<file path="config.mk">
export PLATFORM = sky130hd
export DESIGN_NAME = hwag_gap_detect
export DESIGN_NICKNAME = d
export VERILOG_FILES = /design/src/rtl/hwag_gap_detect.sv
export SDC_FILE = /design/constraint.sdc
export NUM_CORES = 1
export LEC_CHECK = 0
export CORE_ASPECT_RATIO = 1.1
export CORE_UTILIZATION = 60
export CTS_BUF_LIST = sky130_fd_sc_hd__clkbuf_2 sky130_fd_sc_hd__clkbuf_4 sky130_fd_sc_hd__clkbuf_8
export DETAILED_ROUTE_END_ITERATION = 7
export GPL_TIMING_DRIVEN = 0
export PLACE_DENSITY = 0.85
export SYNTH_ARGS = -nofsm -noshare
export SYNTH_HDL_FRONTEND = slang
export SYNTH_SLANG_ARGS = --single-unit
export TNS_END_PERCENT = 100
</file>
<file path="constraint.sdc">
create_clock -name clk -period 3.8 [get_ports clk]
set_clock_uncertainty 0.05 [all_clocks]
set_input_delay 0.38 -clock clk [delete_from_list [all_inputs] [get_ports clk]]
set_output_delay 0.38 -clock clk [all_outputs]
set_load 0.1 [all_outputs]
</file>
<file path="src/rtl/hwag_gap_detect.sv">
// hwag_gap_detect
//   Crank-wheel front end of the hardware angle generator. Synchronises the
//   raw crank tooth input, measures the clock-cycle period between accepted
//   teeth, detects the missing-tooth gap of a 60-2 style wheel and tracks the
//   tooth index used by the downstream angle counter.
//
// Parameters
//   WIDTH    period counter / period output width
//   TOOTH_W  tooth index width
//   TEETH    physical teeth per revolution (indices 0..TEETH-1)
//
// Ports
//   clk           system clock, rising edge
//   srst          synchronous active-high reset; overrides everything
//   cap_in        raw asynchronous crank signal, a tooth is its rising edge
//   tooth_edge    one-cycle pulse per accepted tooth edge
//   period        clocks between the last two accepted edges
//   period_valid  period holds a real measurement
//   gap           one-cycle pulse with tooth_edge when the edge closes a gap
//   tooth_num     index of the last accepted tooth, 0 = first after the gap
//   synced        high in the SYNCED state
//   sync_lost     one-cycle pulse when leaving SYNCED
//   ovf           sticky period-counter saturation flag, cleared by next edge
//   state_dbg     current FSM state (IDLE=0, MEAS=1, HUNT=2, SYNCED=3)
//
// Build option
//   HWAG_GAP_NOISE_REJECT_EN: when defined, edges arriving earlier than a
//   quarter of the previous period (with a valid period) are dropped as noise.
//
// Latency: cap_in first sampled high at edge k -> outputs update at edge k+3
// (two synchroniser stages, one history/edge stage, one output register).
module hwag_gap_detect #(
  parameter int unsigned WIDTH   = 24,
  parameter int unsigned TOOTH_W = 6,
  parameter int unsigned TEETH   = 58
) (
  input  logic               clk,
  input  logic               srst,
  input  logic               cap_in,
  output logic               tooth_edge,
  output logic [WIDTH-1:0]   period,
  output logic               period_valid,
  output logic               gap,
  output logic [TOOTH_W-1:0] tooth_num,
  output logic               synced,
  output logic               sync_lost,
  output logic               ovf,
  output logic [1:0]         state_dbg
);

  typedef enum logic [1:0] {
    IDLE   = 2'd0,
    MEAS   = 2'd1,
    HUNT   = 2'd2,
    SYNCED = 2'd3
  } state_t;

  localparam logic [WIDTH-1:0]   CNT_MAX  = {WIDTH{1'b1}};
  localparam logic [WIDTH-1:0]   CNT_PRE  = {{(WIDTH-1){1'b1}}, 1'b0};
  localparam logic [WIDTH-1:0]   CNT_ONE  = {{(WIDTH-1){1'b0}}, 1'b1};
  localparam logic [TOOTH_W-1:0] LAST_TN  = TOOTH_W'(TEETH - 1);

  state_t             state, state_nx;
  logic               s1, s2, s3, edge_q;
  logic [WIDTH-1:0]   cnt, cnt_nx, period_nx;
  logic [TOOTH_W-1:0] tn_nx;
  logic               pv_nx, ovf_nx, te_nx, gap_nx, sl_nx;
  logic               is_gap, reject, accept;

  // The period register doubles as the "previous period": both update on
  // exactly the same accepted edges, so a separate copy would always match.
  // The doubled value is formed at WIDTH+1 bits so it cannot wrap.
  assign is_gap = ({1'b0, cnt} >= {period, 1'b0});

`ifdef HWAG_GAP_NOISE_REJECT_EN
  assign reject = period_valid && (cnt < (period >> 2));
`else
  assign reject = 1'b0;
`endif

  assign accept    = edge_q && !reject;
  assign state_dbg = state;

  // Synchroniser, history register and registered edge detect.
  always_ff @(posedge clk) begin
    if (srst) begin
      s1     <= 1'b0;
      s2     <= 1'b0;
      s3     <= 1'b0;
      edge_q <= 1'b0;
    end else begin
      s1     <= cap_in;
      s2     <= s1;
      s3     <= s2;
      edge_q <= s2 && !s3;
    end
  end

  // State and output registers.
  always_ff @(posedge clk) begin
    if (srst) begin
      state        <= IDLE;
      cnt          <= '0;
      period       <= '0;
      period_valid <= 1'b0;
      tooth_num    <= '0;
      ovf          <= 1'b0;
      tooth_edge   <= 1'b0;
      gap          <= 1'b0;
      sync_lost    <= 1'b0;
      synced       <= 1'b0;
    end else begin
      state        <= state_nx;
      cnt          <= cnt_nx;
      period       <= period_nx;
      period_valid <= pv_nx;
      tooth_num    <= tn_nx;
      ovf          <= ovf_nx;
      tooth_edge   <= te_nx;
      gap          <= gap_nx;
      sync_lost    <= sl_nx;
      synced       <= (state_nx == SYNCED);
    end
  end

  // Next-state and next-output logic.
  always_comb begin
    state_nx  = state;
    cnt_nx    = cnt;
    period_nx = period;
    pv_nx     = period_valid;
    tn_nx     = tooth_num;
    ovf_nx    = ovf;
    te_nx     = 1'b0;
    gap_nx    = 1'b0;
    sl_nx     = 1'b0;

    if (accept) begin
      te_nx     = 1'b1;
      period_nx = cnt;
      cnt_nx    = CNT_ONE;
      ovf_nx    = 1'b0;
      case (state)
        IDLE: state_nx = MEAS;
        MEAS: begin
          pv_nx    = 1'b1;
          state_nx = HUNT;
        end
        HUNT: begin
          tn_nx = '0;
          if (is_gap) begin
            gap_nx   = 1'b1;
            state_nx = SYNCED;
          end
        end
        SYNCED: begin
          if (is_gap) begin
            tn_nx = '0;
            if (tooth_num == LAST_TN) begin
              gap_nx = 1'b1;
            end else begin
              sl_nx    = 1'b1;
              state_nx = HUNT;
            end
          end else if (tooth_num == LAST_TN) begin
            // A gap was due here; a normal tooth means the count slipped.
            tn_nx    = '0;
            sl_nx    = 1'b1;
            state_nx = HUNT;
          end else begin
            tn_nx = tooth_num + 1'b1;
          end
        end
        default: state_nx = IDLE;
      endcase
    end else if (state != IDLE) begin
      // Counter runs between edges; reaching all-ones means the wheel
      // stopped or slowed beyond range, so restart acquisition.
      if (cnt == CNT_PRE) begin
        cnt_nx   = CNT_MAX;
        ovf_nx   = 1'b1;
        pv_nx    = 1'b0;
        state_nx = IDLE;
        sl_nx    = (state == SYNCED);
      end else if (cnt != CNT_MAX) begin
        cnt_nx = cnt + 1'b1;
      end
    end
  end

endmodule

</file>
### Yosys cells after proc, flatten, opt, wreduce, memory -nomap -nowiden

Index checks and enable logic that the tools add are counted.

* $add $sub $neg: 2
* order comparisons: 1
* reduce and logical (&&, ||, !) cells: 16
* bitwise gates (word level): 1
* eq/ne operators: 8
* multiplexer cells: 30

Operator list (number)
* 2-to-1 mux 24 bit: 2
* greater-or-equal comparator 24 x 25 -> 1 bit: 1
* adder 24 x 1 -> 24 bit, second input constant: 1
* == test 24 bit, second input constant: 1
* inequality test 24 bit, second input constant: 1
* 2-to-1 mux 1 bit: 16
* 2-to-1 mux 2 bit: 7
* 2-to-1 mux 6 bit: 2
* one-hot mux 6 bit (2 select lines): 1
* nonzero test 2 bit: 5
* one-hot mux 2 bit (4 select lines): 1
* AND reduction 2 bit: 4
* adder 6 x 1 -> 6 bit, second input constant: 1
* == test 2 bit, second input constant: 3
* == test 6 bit, second input constant: 1
* OR reduction 2 bit: 2
* AND reduction 3 bit: 1
* nonzero test 3 bit: 1
* == test 2 x 1 -> 1 bit, second input constant: 1
* zero test 2 bit: 1
* inequality test 2 x 1 -> 1 bit, second input constant: 1
* one-hot mux 1 bit (2 select lines): 1
* logical AND 1 bit: 1
* zero test 1 bit: 1
* NOT 1 bit: 1

* input port bits: 3
* register bits: 66
* logic and storage cells: 73

### Longest topological paths before layout

* depth after elaboration: 6
* depth in mapped cells: 11
* mapped depth without buffers: 11

### Worst setup path before layout

OpenSTA, ideal clock, no wires.

* path kind: flip-flop to flip-flop
* start point: register period[2]
* end point: register sync_lost
* arrival time: 3.024 ns
* cell stages (with the launch flop): 12
* clock period less this slack: 3.191 ns
* path slack: 0.609 ns
* cells stage by stage: dfxtp_1 inv_1 ha_1 a21oi_1 nor2b_1 o311ai_1 a31oi_1 or3_1 ha_1 nand2_1 o21ai_0 and4b_1

* cells in the longest elaborated chain, start to end: 4

Ends and longest elaborated chain
* start: declaration: RTL line 41 `output logic [WIDTH-1:0] period,`
* start signal: assignment: RTL line 115 `period <= period_nx;`
* greater-or-equal comparator 24 x 25 -> 1 bit: RTL line 73 `assign is_gap = ({1'b0, cnt} >= {period, 1'b0});`
* 2-to-1 mux 1 bit: RTL line 157 `if (is_gap) begin`
* 2-to-1 mux 1 bit: RTL line 143 `case (state)`
* 2-to-1 mux 1 bit: RTL line 138 `if (accept) begin`
* end signal: assignment: RTL line 121 `sync_lost <= sl_nx;`
* end: declaration: RTL line 46 `output logic sync_lost,`

No other way between the ends.
A chain may end at the register's enable or synchronous reset.

### Final worst setup path

* start point: register period[14]
* end point: register sync_lost

The elaborated chain is that of the path after synthesis.

==> flow_summary.rst <==
.. list-table::
   :header-rows: 1

   * - Metric
     - Value
   * - PwrDens
     - 319.6 nW/µm²
   * - Count leader, synth
     - sky130_fd_sc_hd__dfxtp_1
   * - Number of flops mapped to enable cells by yosys
     - 0
   * - Data required time of the worst path
     - 3990 ps
   * - Worst-case headroom to the max-slew limit
     - 34.25%
   * - Number of warning messages in the yosys log
     - 0
   * - Max Root-Sink Buffers
     - 2
   * - Sink Count
     - 66
   * - Total Nets Final
     - 469
   * - Data arrival time at the worst-slack endpoint
     - 3220 ps
   * - Placeable core area
     - 5430 µm²
   * - Pin count of the biggest net entering global routing
     - 11
   * - Register share of total power
     - 53.4%
   * - Flip-flop and latch count after synthesis
     - 66
   * - Crit Path Category
     - flip-flop to flip-flop
   * - Commonest cells in the netlist
     - 66 x sky130_fd_sc_hd__dfxtp_1, 38 x sky130_fd_sc_hd__nor2_1, 31 x sky130_fd_sc_hd__inv_1
   * - Leakage
     - 1.506 nW
   * - Min cycle time layout
     - 3028 ps
   * - Buffers on Ports
     - 39
   * - Fill count
     - 419
   * - Startpoint class of the critical path
     - flip-flop
   * - RePlAce Congestion
     - 0.7956
   * - Via count of the first global-routing pass
     - 2,819
   * - Number of instances in the synthesized netlist
     - 388
   * - Part of the Yosys area used for sequential elements
     - 38.68%
   * - Worst IR drop on VDD
     - 0.2718 mV
   * - Sum of negative setup slack
     - 0 ps
   * - Library cell contributing the largest single delay on the critical path
     - sky130_fd_sc_hd__a31oi_1
   * - Insertion delay of the later-clocked pin in the worst-skew pair
     - 350 ps
   * - HPWL after detailed placement
     - 5595 µm
   * - Mean instance size in the synthesized netlist
     - 8.804 µm²
   * - Layout Area Growth over Synthesis
     - 19.74%
   * - Number of max-cap violations
     - 0
   * - Postcts setup bufs
     - 0
   * - RSZ-0062 raised after global routing
     - false
   * - Number of diodes
     - 0
   * - CTS tree
     - done
   * - Final Max Slew Viols
     - 0
   * - Synth area leader
     - sky130_fd_sc_hd__dfxtp_1
   * - Via count normalized by instance count
     - 5.768
   * - Effective utilization at floorplan
     - 62.90%
   * - Max FO, Critical Path
     - 7
   * - First DRT Iteration DRCs
     - 110
   * - Root buffer selected by CTS
     - sky130_fd_sc_hd__clkbuf_8
   * - Number of buffers created by CTS
     - 9
   * - Post-CTS Resized
     - 0
   * - Antenna violations before repair
     - 0
   * - Leading register cell type out of synthesis
     - sky130_fd_sc_hd__dfxtp_1
   * - Clock Power Share
     - 43.3%
   * - Total die area
     - 5999 µm²
   * - Final Hold Vio Count
     - 0
   * - Number of nets still failing antenna checks after routing
     - 0
   * - Net switching power
     - 0.0002954 W
   * - Fin Hold WS
     - 346.1 ps
   * - Count of unique library cells instantiated by Yosys
     - 49
   * - Cells taking the most area after synthesis
     - sky130_fd_sc_hd__dfxtp_1 39%, sky130_fd_sc_hd__ha_1 10%, sky130_fd_sc_hd__mux2i_1 7.3%
   * - Die X-Extent
     - 73.94 µm
   * - Quantity of hold-fixing buffers added after cts
     - 0
   * - Floorplan row count
     - 28
   * - Area of the mapped netlist
     - 3416 µm²
   * - Switching part of the total
     - 22.60%
   * - Register clock-pin slew on the reported worst setup and hold paths
     - 70 ps
   * - Layout cells sized above 1
     - 6.321%
   * - Number of levels in the clock H-tree
     - 3
   * - Net count after synthesis
     - 419
   * - Critical path's most frequent cell
     - sky130_fd_sc_hd__ha_1
   * - Wire length of the first global-routing pass
     - 12,750 µm
   * - Share of async-settable or async-resettable flops after synthesis
     - 0%
   * - Slew at the pin closest to its max-slew limit
     - 983.1 ps
   * - Max stage delay on crit path
     - 550 ps
   * - Ordered list of cells on the worst path
     - inv_1, ha_1, nand4_1, nor3_1, o311ai_1, a31oi_1, or3_1, ha_1, nand2_1, o21ai_0, and4b_1
   * - Outcome
     - finished, final reports clean
   * - Die span in y
     - 81.14 µm
   * - Count of endpoints failing setup in the final report
     - 0
   * - Remaining DRCs
     - 0
   * - Final period util
     - 79.67%
   * - Setup crit end kind
     - flip-flop
   * - Area share of the largest cell type after synthesis
     - 38.68%
   * - Number of I/O pins
     - 41
   * - Portion of total power attributed to combinational logic
     - 3.4%
   * - Remaining global-route overflow
     - 0
   * - Vias
     - 2,988
   * - Path type of the worst min-delay path
     - flip-flop to flip-flop
   * - Drt pass-1 iters
     - 4
   * - Highest clock rate
     - 0.3303 GHz
   * - Routed wire length
     - 7663 µm
   * - Internal Dissipation
     - 0.001012 W
   * - Global-route total usage across every layer
     - 28.09%
   * - Routed len/inst
     - 14.79 µm
routing by layer:
metal / GRT usage, % / wire, µm / vias to the layer above
li1: - / - / 1459
met1: 32.41 / 3366 / 1433
met2: 47.55 / 3785 / 78
met3: 6.948 / 314 / 18
met4: 14.81 / 196 / 0
met5: 0 / 0 / -
final cells by class:
class | instances | area (µm²) | area share (%)
Buffer | 16 | 63.81 | 1.560
Clock buffer | 14 | 180.2 | 4.405
Clock inverter | 2 | 10.01 | 0.2447
Inverter | 31 | 116.4 | 2.845
Multi-Input combinational cell | 275 | 1914 | 46.80
Sequential cell | 66 | 1321 | 32.30
Tap cell | 75 | 93.84 | 2.294
Timing Repair Buffer | 39 | 390.4 | 9.544
power groups by stage:
stage | Sequential, W | Clock [W] | Combinational, W
global placement | 0.000713 | 0 | 0.0000432
floorplan | 0.000718 | 0 | 0.0000274
CTS | 0.000697 | 0.000569 | 0.0000445
global route | 0.000697 | 0.000597 | 0.0000492
detailed placement | 0.000713 | 0 | 0.0000443
finish | 0.000697 | 0.000565 | 0.0000444
through the flow:
stage          total power [W]  setup WS, ps  util (%)  std cells  instance area [µm²]
2_1_floorplan        0.0007456         608.7         -        388                 3416
3_3_place_gp         0.0007563         888.1     71.82        502                 3900
3_5_place_dp         0.0007574         839.1     71.82        502                 3900
4_1_cts               0.001310         801.4     75.32        518                 4090
5_1_grt               0.001343         559.8     75.32        518                 4090
6_report              0.001307         772.4     75.32        518                 4090
cells by family (layout without fill, tap and decap cells):
logic type / Yosys count / in the layout / share of synthesized area (%)
AND/OR/NAND/NOR: 133 / 133 / 20.51
XOR/XNOR: 17 / 17 / 4.359
AO/OA/AOI/OAI: 72 / 72 / 13.59
adder cells (fa/ha/maj): 28 / 28 / 10.26
buffers and inverters: 47 / 102 / 5.275
flip-flops: 66 / 66 / 38.68
multiplexers: 25 / 25 / 7.326
cell usage in the layout (no fill, tap or decap), drive strengths merged, types with 2 or more instances in the layout:
cell type,n
o211a,2
or3,2
and4b,3
xor2,12
o21a,2
nand4,10
clkbuf,25
nor2b,11
and3,7
dfxtp,66
xnor2,5
nand2b,3
nor3,9
nand2,23
o21ai,11
o31ai,2
nand3,12
or2,4
a21o,2
clkdlybuf4s50,39
and4,4
nor2,38
nand3b,2
a21oi,29
a31oi,5
inv,31
mux2i,25
clkinv,2
and2,3
a311oi,5
a211oi,7
ha,28
buf,5
critical path, delay by kind of cell, from the launching register on:
family                     cells  cell delay, ps
DFF                            1             350
buffers and inverters          1              50
and+or+nand+nor                5            1060
adders and majority gates      2             540
AOI/OAI and AO/OA              3             880
state kept, by name, indices dropped and copies added, names as in the netlist:
name and count:
s2 1, s3 1, tooth_num 6, state_dbg 2, gap 1, ovf 1
cnt 24, period_valid 1, s1 1, tooth_edge 1, accept 1, sync_lost 1
period 24, synced 1
path summary, 6_finish.rpt:
kind	start	to	slack [ps]	depth (start not counted)
max	period[14]	sync_lost	770	11
min	s3	accept	350	1
max reg2reg	period[14]	sync_lost	770	11
min reg2reg	s3	accept	350	1
Note: power is estimated with default switching activity, not from simulation.
